<file path="src/rtl/uart_rx_if.sv">
// Signal bundle between the UART receiver and its environment.
// The slave modport is the receiver; the master modport is the driver and consumer side.
interface uart_rx_if #(
  parameter int DATA_BITS = 8
);
  logic                 tick_16x;
  logic                 rx_in;
  logic                 rx_ready;
  logic [DATA_BITS-1:0] rx_data;
  logic                 rx_valid;
  logic                 parity_err;
  logic                 frame_err;
  logic                 overrun;
  logic                 rts;
  logic                 rx_busy;
  logic [2:0]           state_dbg;

  // Handshake: a word transfers in every clk where rx_valid and rx_ready are both high.
  // rx_data and the error flags stay stable while rx_valid is high and rx_ready is low.
  modport slave (
    input  tick_16x, rx_in, rx_ready,
    output rx_data, rx_valid, parity_err, frame_err, overrun, rts, rx_busy, state_dbg
  );

  modport master (
    output tick_16x, rx_in, rx_ready,
    input  rx_data, rx_valid, parity_err, frame_err, overrun, rts, rx_busy, state_dbg
  );
endinterface

</file>
<file path="src/rtl/uart_rx.sv">
// 16x-oversampled UART receiver with optional parity, 1-2 stop bits,
// a single-entry output register, overrun reporting and break handling.
module uart_rx #(
  parameter int DATA_BITS   = 8,
  parameter int PARITY_EN   = 1,
  parameter int PARITY_TYPE = 0,
  parameter int STOP_BITS   = 1
) (
  input  logic     clk,
  input  logic     rst,
  uart_rx_if.slave bus
);

  typedef enum logic [2:0] {
    S_IDLE      = 3'd0,
    S_START     = 3'd1,
    S_DATA      = 3'd2,
    S_PARITY    = 3'd3,
    S_STOP      = 3'd4,
    S_WAIT_HIGH = 3'd5
  } state_t;

  state_t               r_state;
  logic                 r_sync1;
  logic                 r_sync2;
  logic [3:0]           r_tick;
  logic [3:0]           r_bit_cnt;
  logic                 r_stop_cnt;
  logic [DATA_BITS-1:0] r_shift;
  logic                 r_par_bad;
  logic                 r_frm_bad;
  logic [DATA_BITS-1:0] r_data;
  logic                 r_valid;
  logic                 r_perr;
  logic                 r_ferr;
  logic                 r_overrun;

  logic w_rxs;
  logic w_sample;
  logic w_last_stop;
  logic w_load;

  assign w_rxs       = r_sync2;
  assign w_sample    = bus.tick_16x && (r_tick == 4'd15);
  assign w_last_stop = (r_state == S_STOP) && w_sample &&
                       (int'(r_stop_cnt) == STOP_BITS - 1);
  // A finished frame loads only if the holding register is empty or draining this clk.
  assign w_load      = w_last_stop && (!r_valid || bus.rx_ready);

  always_ff @(posedge clk) begin
    if (rst) begin
      r_state    <= S_IDLE;
      r_sync1    <= 1'b1;
      r_sync2    <= 1'b1;
      r_tick     <= 4'd0;
      r_bit_cnt  <= 4'd0;
      r_stop_cnt <= 1'b0;
      r_shift    <= '0;
      r_par_bad  <= 1'b0;
      r_frm_bad  <= 1'b0;
      r_data     <= '0;
      r_valid    <= 1'b0;
      r_perr     <= 1'b0;
      r_ferr     <= 1'b0;
      r_overrun  <= 1'b0;
    end else begin
      r_sync1   <= bus.rx_in;
      r_sync2   <= r_sync1;
      r_overrun <= 1'b0;

      if (r_valid && bus.rx_ready) r_valid <= 1'b0;

      if (w_last_stop) begin
        if (w_load) begin
          r_data  <= r_shift;
          r_perr  <= r_par_bad;
          r_ferr  <= r_frm_bad | ~w_rxs;
          r_valid <= 1'b1;
        end else begin
          r_overrun <= 1'b1;
        end
      end

      if (bus.tick_16x) begin
        r_tick <= r_tick + 4'd1;
        case (r_state)
          S_IDLE: begin
            if (!w_rxs) begin
              r_state    <= S_START;
              r_tick     <= 4'd0;
              r_bit_cnt  <= 4'd0;
              r_stop_cnt <= 1'b0;
              r_par_bad  <= 1'b0;
              r_frm_bad  <= 1'b0;
            end
          end
          S_START: begin
            // Mid-bit check of the start bit rejects short glitches.
            if (r_tick == 4'd7) begin
              r_tick  <= 4'd0;
              r_state <= w_rxs ? S_IDLE : S_DATA;
            end
          end
          S_DATA: begin
            if (r_tick == 4'd15) begin
              r_tick  <= 4'd0;
              r_shift <= {w_rxs, r_shift[DATA_BITS-1:1]};
              if (int'(r_bit_cnt) == DATA_BITS - 1)
                r_state <= (PARITY_EN != 0) ? S_PARITY : S_STOP;
              else
                r_bit_cnt <= r_bit_cnt + 4'd1;
            end
          end
          S_PARITY: begin
            if (r_tick == 4'd15) begin
              r_tick    <= 4'd0;
              r_par_bad <= ((^r_shift) ^ PARITY_TYPE[0]) != w_rxs;
              r_state   <= S_STOP;
            end
          end
          S_STOP: begin
            if (r_tick == 4'd15) begin
              r_tick <= 4'd0;
              if (!w_rxs) r_frm_bad <= 1'b1;
              if (int'(r_stop_cnt) == STOP_BITS - 1)
                r_state <= w_rxs ? S_IDLE : S_WAIT_HIGH;
              else
                r_stop_cnt <= 1'b1;
            end
          end
          S_WAIT_HIGH: begin
            if (w_rxs) begin
              r_tick  <= 4'd0;
              r_state <= S_IDLE;
            end
          end
          default: begin
            r_tick  <= 4'd0;
            r_state <= S_IDLE;
          end
        endcase
      end
    end
  end

  assign bus.rx_data    = r_data;
  assign bus.rx_valid   = r_valid;
  assign bus.parity_err = r_perr;
  assign bus.frame_err  = r_ferr;
  assign bus.overrun    = r_overrun;
  assign bus.rts        = ~r_valid;
  assign bus.rx_busy    = (r_state != S_IDLE);
  assign bus.state_dbg  = r_state;

endmodule

</file>
<file path="src/flat_wrapper.sv">
// flat-port wrapper written by rule: the top's interface ports become plain ports
module uart_rx_flat 
#(
  parameter int DATA_BITS   = 8,
  parameter int PARITY_EN   = 1,
  parameter int PARITY_TYPE = 0,
  parameter int STOP_BITS   = 1
)
  (clk, rst, bus_tick_16x, bus_rx_in, bus_rx_ready, bus_rx_data, bus_rx_valid, bus_parity_err, bus_frame_err, bus_overrun, bus_rts, bus_rx_busy, bus_state_dbg);
  uart_rx_if #(.DATA_BITS(DATA_BITS)) bus_i ();
  input  logic clk;
  input  logic rst;
  input wire logic [$bits(bus_i.tick_16x)-1:0] bus_tick_16x;
  input wire logic [$bits(bus_i.rx_in)-1:0] bus_rx_in;
  input wire logic [$bits(bus_i.rx_ready)-1:0] bus_rx_ready;
  output wire logic [$bits(bus_i.rx_data)-1:0] bus_rx_data;
  output wire logic [$bits(bus_i.rx_valid)-1:0] bus_rx_valid;
  output wire logic [$bits(bus_i.parity_err)-1:0] bus_parity_err;
  output wire logic [$bits(bus_i.frame_err)-1:0] bus_frame_err;
  output wire logic [$bits(bus_i.overrun)-1:0] bus_overrun;
  output wire logic [$bits(bus_i.rts)-1:0] bus_rts;
  output wire logic [$bits(bus_i.rx_busy)-1:0] bus_rx_busy;
  output wire logic [$bits(bus_i.state_dbg)-1:0] bus_state_dbg;
  assign bus_i.tick_16x = bus_tick_16x;
  assign bus_i.rx_in = bus_rx_in;
  assign bus_i.rx_ready = bus_rx_ready;
  assign bus_rx_data = bus_i.rx_data;
  assign bus_rx_valid = bus_i.rx_valid;
  assign bus_parity_err = bus_i.parity_err;
  assign bus_frame_err = bus_i.frame_err;
  assign bus_overrun = bus_i.overrun;
  assign bus_rts = bus_i.rts;
  assign bus_rx_busy = bus_i.rx_busy;
  assign bus_state_dbg = bus_i.state_dbg;
  uart_rx #(.DATA_BITS(DATA_BITS), .PARITY_EN(PARITY_EN), .PARITY_TYPE(PARITY_TYPE), .STOP_BITS(STOP_BITS)) u_core (.clk(clk), .rst(rst), .bus(bus_i));
endmodule
</file>
<file path="config.mk">
export PLATFORM = sky130hd
export DESIGN_NAME = uart_rx_flat
export DESIGN_NICKNAME = d
export VERILOG_FILES = /design/src/rtl/uart_rx_if.sv /design/src/rtl/uart_rx.sv /design/src/flat_wrapper.sv
export SDC_FILE = /design/constraint.sdc
export NUM_CORES = 1
export LEC_CHECK = 0
export BUFFER_PORTS_ARGS = -buffer_cell sky130_fd_sc_hd__buf_2
export CORE_ASPECT_RATIO = 0.6
export CORE_UTILIZATION = 30
export DETAILED_ROUTE_END_ITERATION = 7
export PLACE_DENSITY = 0.51
export SLEW_MARGIN = 20
export SYNTH_ARGS = -nofsm -noshare
export SYNTH_HDL_FRONTEND = slang
export SYNTH_SLANG_ARGS = --single-unit
</file>
<file path="constraint.sdc">
create_clock -name clk -period 2.2 [get_ports clk]
set_clock_uncertainty 0.05 [all_clocks]
set_input_delay 0.33 -clock clk [delete_from_list [all_inputs] [get_ports clk]]
set_output_delay 0.33 -clock clk [all_outputs]
set_load 0.005 [all_outputs]
</file>
# --- Word-level counts from Yosys, hierarchy flattened ---
# Cells that the tools add are included.
totals:
  input_bits: 5
  register_bits: 36
classes:
  n_eq_ne: 19
  addsub: 2
  n_reduce_logical: 22
  bitwise_logic: 5
  mux: 33
op_table:
  columns: ["operator", "n"]
  rows:
  - ["$mux 4", 7]
  - ["$mux 3", 9]
  - ["$pmux 3 s6", 1]
  - ["$pmux 4 s4", 1]
  - ["$ne 2x1->1 const B", 6]
  - ["$mux 1", 10]
  - ["$reduce_and 5->1", 2]
  - ["$reduce_and 9->1", 1]
  - ["$add 4x1->4 const B", 2]
  - ["$eq 4x4->1 const B", 2]
  - ["$ne 2x2->1 const B", 4]
  - ["$pmux 4 s2", 1]
  - ["$reduce_and 4->1", 2]
  - ["$reduce_xor 8->1", 1]
  - ["$eq 3x2->1 const B", 2]
  - ["$eq 3x3->1 const B", 2]
  - ["$pmux 1 s2", 3]
  - ["$reduce_bool 2->1", 3]
  - ["$logic_and 1x1->1", 5]
  - ["$eq 4x3->1 const B", 1]
  - ["$not 1->1", 4]
  - ["$eq 3x1->1 const B", 1]
  - ["$logic_not 3->1", 1]
  - ["$reduce_and 3->1", 1]
  - ["other kinds (9)", 9]

# --- Longest topological paths before layout ---
# Gate-level depths: netlist of the first run.
logic_depth:
  depth_word: 7
  mapped_depth: 7
  ltp_nobuf: 5

# --- Worst setup path before layout of the first run ---
# No wires, ideal clock.
synth_path:
  kind: "reg-to-reg"
  start: "reg u_core.r_tick[0]"
  end: "reg u_core.r_state[0] (netlist: u_core.bus.state_dbg[0])"
  path_slack_ns: 0.336
  setup_time_ns: 0.070
  path_stages_with_launch: 7
  arrival_ns: 1.744
  path_cell_list: "dfxtp_1 > ha_1 > nand3_2 > a311o_1 > buf_6 > or4_1 > a21oi_1"
synth_between:
  elab_chain_cells: 3
  elab_cells_between_ends: 7
synth_lines:
  columns: ["element", "line_no", "text"]
  rows:
  - ["from (decl)", "uart_rx.sv:26", "logic [3:0] r_tick;"]
  - ["from (signal assigned)", "uart_rx.sv:85", "r_tick <= r_tick + 4'd1;"]
  - ["$eq 4x4->1 or $eq 4x3->1 (tied branches)", null, null]
  - ["$ne 2x1->1 (no source line)", null, null]
  - ["$reduce_and 9->1 (no source line) (*)", null, null]
  - ["to (signal assigned)", "uart_rx.sv:101", "r_state <= w_rxs ? S_IDLE : S_DATA;"]
  - ["to (signal assigned)", "uart_rx.sv:109", "r_state <= (PARITY_EN != 0) ? S_PARITY : S_STOP;"]
  - ["to (signal assigned)", "uart_rx.sv:126", "r_state <= w_rxs ? S_IDLE : S_WAIT_HIGH;"]
  - ["to (decl)", "uart_rx.sv:23", "state_t r_state;"]
# Mark *: on every way between the ends. The rest lies on a longest branch, timed or not.
# A chain may end at the register's enable or synchronous reset.

# --- Worst setup path in the final report of the first run ---
layout_path:
  start: "reg u_core.r_tick[0]"
  end: "reg u_core.r_bit_cnt[3]"
layout_between:
  elab_chain_cells: 3
layout_lines:
  columns: ["element", "line_no", "text"]
  rows:
  - ["$eq 4x4->1", "uart_rx.sv:105", "if (r_tick == 4'd15) begin"]
  - ["$ne 2x1->1 (no source line)", null, null]
  - ["$reduce_and 5->1 (no source line)", null, null]
  - ["to (signal assigned)", "uart_rx.sv:111", "r_bit_cnt <= r_bit_cnt + 4'd1;"]
  - ["to (decl)", "uart_rx.sv:27", "logic [3:0] r_bit_cnt;"]
# Every way passes these cells.

==> metrics.md, run 1 <==
| Metric | Value |
|---|---|
| Detailed-route via count | 1,334 |
| Core Rows | 20 |
| Initial Utilization | 32.2% |
| ANT cells | 0 |
| Synthesized area per cell | 9.35 um2 |
| DRC | 0 |
| Pre-CTS WS | 215 ps |
| Most frequently used flop master after synthesis | dfxtp_1 |
| FMAX | between 400 and 500 MHz |
| Yosys Warn Count | 0 |
| Gr usage total | 14.0% |
| CP Capture Type | register |
| Synth cell types | 50 |
| Maxcap violations | 0 |
| Setup bufs post-CTS | 0 |
| Synthesis-to-finish area growth | 15.4% |
| Worst Path Required | 2370 ps |
| Clock buffer depth | 2 |
| Hold path endpoint | u_core.r_sync1 |
| Hold buffer count at CTS | 0 |
| Port Buffers | 21 |
| Max incr delay on CP | 530 ps |
| CTS root buf | clkbuf_8 |
| Crit path max fanout | 8 |
| Syn_nets | roughly 190 |
| Layout cell share with drive strength beyond 1 | between 20 and 25% |
| Total gr overflow | 0 |
| Post-Route Setup TNS | 0 ps |
| Final setup violation count | 0 |
| Post-synth EDFFs | 0 |
| Clock-pin slew on the worst setup and hold paths | 70 ps |
| Reg2reg path depth | 5 |
| Final period utilization | 92.0% |
| Initial antenna violation count | 0 |
| Most common cell after layout, fill and taps aside | dfxtp_1 |
| Adder-Cell Fraction of Synth Area | between 1 and 1.5% |
| Vias per std cell | 4.92 |
| Clk sinks | 35 |
| Hold path startpoint | bus_rx_in |
| Die H | 60.2 um |
| Post-synthesis simple-gate area fraction | between 20% and 30% |
| Width of the die | just under 100 um |
| Slew headroom | 75.7% |
| Worst reg-to-reg setup slack | approximately 170 ps |
| Worst path cell trace | ha_1 > and3_1 > a31oi_1 > or4_1 > a21boi_1 |
| Outcome | completed |
| Largest family of logic cells by synthesized area | simple AND/OR/NAND/NOR gates |
| Worst IR drop on VDD | 0.000284 V |
| Final hold vios | 0 |
| CTS tree | yes |
| Critical path's slowest cell | or4_1 |
| Worst slew pin tran | 363 ps |
| Synth Area in XOR/XNOR | about 4.4% |
| Routed len/inst | 13.8 um |
| RR Endpoint | u_core.r_bit_cnt[3] |
| Io pins | 22 |
| Global-route wire length before repair | 6.26 mm |
| 1st-pass router iterations | 5 |
| Post-synthesis mux area share | 10.1% |
| Dpl hpwl | roughly 2.6 mm |
| Syn Inst Count | 181 |
| RSZ-0062 raised after global routing | false |
| Tmin final | between 2000 and 2500 ps |
| Fin. max-slew vios | 0 |
| Most frequent cells in the layout | 35 x dfxtp_1, 21 x buf_2, 19 x nor2_1, 17 x mux2i_1, 11 x a21oi_1 |
| 1st-iter DRT viols | 69 |
| Worst R2R Start | u_core.r_tick[0] |
| Final WS setup | 175 ps |
| Nets | between 200 and 250 |
| RD Place Congestion | ~0.8 |
| WHS Path Cells | 2 |
| Cell area power density | 684 nW/um2 |
| Crit path DAT | 2190 ps |
| Post-synthesis compound-gate area fraction | 14.9% |
| Die Area | 5960 um2 |
| Async S/R FF share, synth | 0% |
| Vias in the first global route | 1,189 |
| Leakage | 0.872 nW |
| Clock latency on the worst-skew pair | 290 ps |
| Hold/Removal Path Class | in2reg |
| CTS buffer count | 5 |
| Largest net degree at the start of global routing | 18 |
| Critical path startpoint category | register |
| Core ar. | 5260 um2 |
| Post-Route WL | 3.74 mm |
| ANT nets after route | 0 |
| Post-Syn Area | 1690 um2 |
| Resize count post-CTS | 0 |
| Register area share after synthesis | slightly above 40% |
| Crit Path Class | reg2reg |
| CTS H-tree depth | 2 |
| Synth Register Bits | 35 |
## through the flow
step | util (%) | total power, mW | instance area, um2 | std cells | hold WS, ps
after floorplan | - | 0.721 | 1690 | 181 | 333
after global placement | 35.0 | 0.740 | 1840 | 263 | 358
after detailed placement | 35.0 | 0.738 | 1840 | 263 | 355
after CTS | 37.2 | 1.35 | 1950 | 271 | 164
after global routing | 37.2 | 1.39 | 1950 | 271 | 153
final | 37.2 | 1.34 | 1950 | 271 | 168
## worst max-delay path by stage
stage	startpoint	to	slack [ps]	depth (start not counted)
floorplan	u_core.r_tick[0]	u_core.bus.state_dbg[0]	340	6
global placement	u_core.r_tick[0]	u_core.bus.state_dbg[0]	250	5
detailed placement	u_core.r_tick[0]	u_core.r_bit_cnt[3]	210	5
CTS	u_core.r_tick[0]	u_core.r_bit_cnt[3]	190	5
global route	u_core.r_tick[0]	u_core.r_bit_cnt[3]	7	5
finish	u_core.r_tick[0]	u_core.r_bit_cnt[3]	170	5
## metal layers
metal,up-vias,share of wire [%],global-route usage [%]
li1,704,-,-
met1,595,60,21.7
met2,31,34,17.2
met3,4,5.8,4.68
met4,0,0.72,4.48
met5,-,0,0
## critical path: cells and delay by family, from the launching register on
family,cells,cell delay [ps]
AO/OA/AOI/OAI,2,380
AND/OR/NAND/NOR,2,880
flip-flops,1,380
adder cells (fa/ha/maj),1,270
## Yosys cell counts (2+ instances only)
| cell | n | area (um2) |
|---|---|---|
| nand4_1 | 2 | 12.5 |
| a21oi_1 | 11 | 55.1 |
| nand2_1 | 6 | 22.5 |
| dfxtp_1 | 35 | 701 |
| buf_2 | 3 | 15.0 |
| and4_1 | 2 | 17.5 |
| nor2_2 | 2 | 12.5 |
| inv_1 | 5 | 18.8 |
| nor2_1 | 19 | 71.3 |
| ha_1 | 2 | 25.0 |
| and3_1 | 2 | 12.5 |
| or4_1 | 4 | 30.0 |
| nor3_1 | 5 | 25.0 |
| o31ai_1 | 3 | 22.5 |
| mux2i_1 | 17 | 170 |
| a31oi_1 | 5 | 31.3 |
| nor3b_1 | 2 | 15.0 |
| o21ai_0 | 3 | 15.0 |
| o211ai_1 | 4 | 30.0 |
| nor2b_1 | 4 | 25.0 |
| nand3b_1 | 2 | 15.0 |
| a31o_2 | 2 | 17.5 |
| xnor2_1 | 6 | 52.6 |
| buf_6 | 5 | 56.3 |
| nand3_1 | 5 | 25.0 |
## flip-flops by register name, indices dropped and copies added (netlist names)
name                   count
u_core.r_par_bad           1
u_core.r_bit_cnt           4
u_core.bus.frame_err       1
u_core.r_frm_bad           1
u_core.r_tick              4
u_core.bus.rx_data         8
u_core.bus.rx_valid        1
u_core.bus.state_dbg       3
u_core.bus.overrun         1
u_core.r_sync1             1
u_core.bus.parity_err      1
u_core.r_sync2             1
u_core.r_shift             8
## area by class of cell
| cell class | count | area (um2) |
|---|---|---|
| Fill cell | 546 | 3300 |
| Timing Repair Buffer | 28 | 158 |
| Tap cell | 66 | 82.6 |
| Inverter | 6 | 22.5 |
| Multi-Input combinational cell | 128 | 873 |
| Sequential cell | 35 | 701 |
| Clock buffer | 6 | 82.6 |
| Clock inverter | 2 | 35.0 |
## where the power goes
group | switching, mW | internal, mW
clock | 0.245 | 0.367
sequential | 0.00860 | 0.639
combinational | 0.0471 | 0.0297
## kinds of logic (layout without fill, tap and decap cells)
kind of cell             Yosys count  in the layout
multiplexers                      17             17
AND/OR/NAND/NOR                   64             64
adder cells (fa/ha/maj)            2              2
XOR/XNOR                           7              7
buffers and inverters             18             42
AO/OA/AOI/OAI                     38             38
flip-flops                        35             35
Note: power is estimated with default switching activity, not from simulation.
==> inputs of run 2 (changes only) <==
--- a/config.mk
+++ b/config.mk
@@ -7,9 +7,9 @@
 export LEC_CHECK = 0
 export BUFFER_PORTS_ARGS = -buffer_cell sky130_fd_sc_hd__buf_2
 export CORE_ASPECT_RATIO = 0.6
+export CORE_MARGIN = 1
 export CORE_UTILIZATION = 30
 export DETAILED_ROUTE_END_ITERATION = 7
-export PLACE_DENSITY = 0.51
 export SLEW_MARGIN = 20
 export SYNTH_ARGS = -nofsm -noshare
 export SYNTH_HDL_FRONTEND = slang
==> metrics.md, run 2 (synthesized netlist as in run 1, its figures left out) <==
| Metric | Value |
|---|---|
| Largest net degree at the start of global routing | 29 (was 18) |
| Maxcap violations | 0 (unchanged) |
| Global-route wire length before repair | 6.31 mm (was 6.26 mm) |
| Tmin final | 2020 ps (was 2030 ps) |
| Gr usage total | 14.0% (about the same) |
| Leakage | 0.870 nW (was 0.872 nW) |
| ANT cells | 0 (unchanged) |
| Vias per std cell | 5.17 (was 4.92) |
| Most common cell after layout, fill and taps aside | dfxtp_1 (unchanged) |
| Worst R2R Start | u_core.r_tick[0] (unchanged) |
| Most frequent cells in the layout | 35 x dfxtp_1, 21 x buf_2, 19 x nor2_1, 17 x mux2i_1, 11 x a21oi_1 (unchanged) |
| Tot Pwr | 1.43 mW (was 1.34 mW) |
| Crit path max fanout | 8 (unchanged) |
| Slew headroom | 65.6% (was 75.7%) |
| WHS Path Cells | 2 (unchanged) |
| Core ar. | 5260 um2 (unchanged) |
| Io pins | 22 (unchanged) |
| Worst IR drop on VDD | 0.000221 V (was 0.000284 V) |
| 1st-iter DRT viols | 106 (was 69) |
| DRC | 0 (unchanged) |
| Critical path startpoint category | register (unchanged) |
| Crit path DAT | 2200 ps (was 2190 ps) |
| CTS buffer count | 5 (unchanged) |
| Outcome | completed (unchanged) |
| Worst slew pin tran | 515 ps (was 363 ps) |
| RR Endpoint | u_core.r_bit_cnt[3] (unchanged) |
| Resize count post-CTS | 0 (unchanged) |
| Clock-pin slew on the worst setup and hold paths | 80 ps (was 70 ps) |
| ANT nets after route | 0 (unchanged) |
| FMAX | 494 MHz (about the same) |
| Cell area power density | 727 nW/um2 (was 684 nW/um2) |
| Reg2reg path depth | 5 (unchanged) |
| RSZ-0062 raised after global routing | false (unchanged) |
| Hold/Removal Path Class | in2reg (unchanged) |
| Dpl hpwl | 2.70 mm (was 2.63 mm) |
| Core Rows | 20 (unchanged) |
| Worst reg-to-reg setup slack | 180 ps (was 170 ps) |
| CTS tree | yes (unchanged) |
| Nets | 210 (was 211) |
| Routed len/inst | 14.3 um (was 13.8 um) |
| Initial antenna violation count | 0 (unchanged) |
| Hold path startpoint | bus_rx_in (unchanged) |
| Setup bufs post-CTS | 0 (unchanged) |
| Pre-CTS WS | 206 ps (was 215 ps) |
| Clock latency on the worst-skew pair | 300 ps (was 290 ps) |
| CP Capture Type | register (unchanged) |
| Crit Path Class | reg2reg (unchanged) |
| CTS root buf | clkbuf_8 (unchanged) |
| Die Area | 5960 um2 (unchanged) |
| Port Buffers | 21 (unchanged) |
| Worst Path Required | 2370 ps (about the same) |
| Width of the die | 99.0 um (unchanged) |
| Final hold vios | 0 (unchanged) |
| Fill count | 542 (was 546) |
| 1st-pass router iterations | 4 (was 5) |
| Layout cell share with drive strength beyond 1 | 21.1% (was 21.5%) |
| Post-Route Setup TNS | 0 ps (unchanged) |
| Final period utilization | 91.9% (was 92.0%) |
| Total gr overflow | 0 (unchanged) |
| CTS H-tree depth | 2 (unchanged) |
| Final WS setup | 178 ps (was 175 ps) |
| Fin. max-slew vios | 0 (unchanged) |
| Initial Utilization | 32.2% (unchanged) |
| Hold buffer count at CTS | 0 (unchanged) |
| Detailed-route via count | 1,397 (was 1,334) |
| Clk sinks | 35 (unchanged) |
| Hold path endpoint | u_core.r_sync1 (unchanged) |
| Synthesis-to-finish area growth | 16.1% (was 15.4%) |
| Final setup violation count | 0 (unchanged) |
| Clock buffer depth | 2 (unchanged) |
| Post-Route WL | 3.85 mm (was 3.74 mm) |
| RD Place Congestion | 0.848 (was 0.800) |
| Die H | 60.2 um (unchanged) |
| WHS | 180 ps (was 168 ps) |
| Vias in the first global route | 1,234 (was 1,189) |
[run 2: changes by cell type in the layout (fill, tap and decap cells not counted), sizes merged]
cell / change
clkinv: -1
buf: -1
clkbuf: -1
clkinvlp: +1
bufinv: +1
[run 2: area by class of cell]
type                            count  area [um2]  share of cell area [%]
Multi-Input combinational cell    128         873                    44.4
Timing Repair Buffer               27         150                    7.64
Clock buffer                        5        68.8                    3.50
Clock inverter                      3        67.6                    3.44
Sequential cell                    35         701                    35.6
Tap cell                           66        82.6                    4.20
Inverter                            6        22.5                    1.15
[run 2: per-stage QoR]
step	utilization [%]	cells	instance area, um2
global route	37.4	270	1970
detailed placement	34.8	262	1830
finish	37.4	270	1970
CTS	37.4	270	1970
floorplan	-	181	1690
global placement	34.8	262	1830
[run 2: per-layer routing]
metal,global-route usage (%),share of wire [%],wire (um),up-vias
met3,5.03,8.2,314,3
met2,18.1,37,1420,45
met1,20.5,54,2080,647
met5,0,0,0,-
met4,5.12,0.88,34,0
li1,-,-,-,702
[run 2: critical path: stages (launching register included)]
cell,delay (ps)
dfxtp_1,380
ha_1,260
and3_1,360
a31oi_1,220
or4_1,540
a21boi_1,150
[run 2: worst max-delay path by stage]
stage / from / to / slack [ps] / cells past startpoint
after global routing: u_core.r_tick[0] / u_core.bus.state_dbg[0] / 60 / 5
after CTS: u_core.r_tick[0] / u_core.bus.state_dbg[0] / 190 / 5
final: u_core.r_tick[0] / u_core.r_bit_cnt[3] / 180 / 5
after detailed placement: u_core.r_tick[0] / u_core.bus.state_dbg[0] / 210 / 5
after floorplan: u_core.r_tick[0] / u_core.bus.state_dbg[0] / 340 / 6
after global placement: u_core.r_tick[0] / u_core.bus.state_dbg[1] / 270 / 5
[run 2: power breakdown]
part | internal [mW] | leakage, nW | switching [mW]
sequential | 0.639 | 0.283 | 0.0100
combinational | 0.0276 | 0.523 | 0.0466
clock | 0.452 | 0.0644 | 0.253
total | 1.12 | 0.870 | 0.310
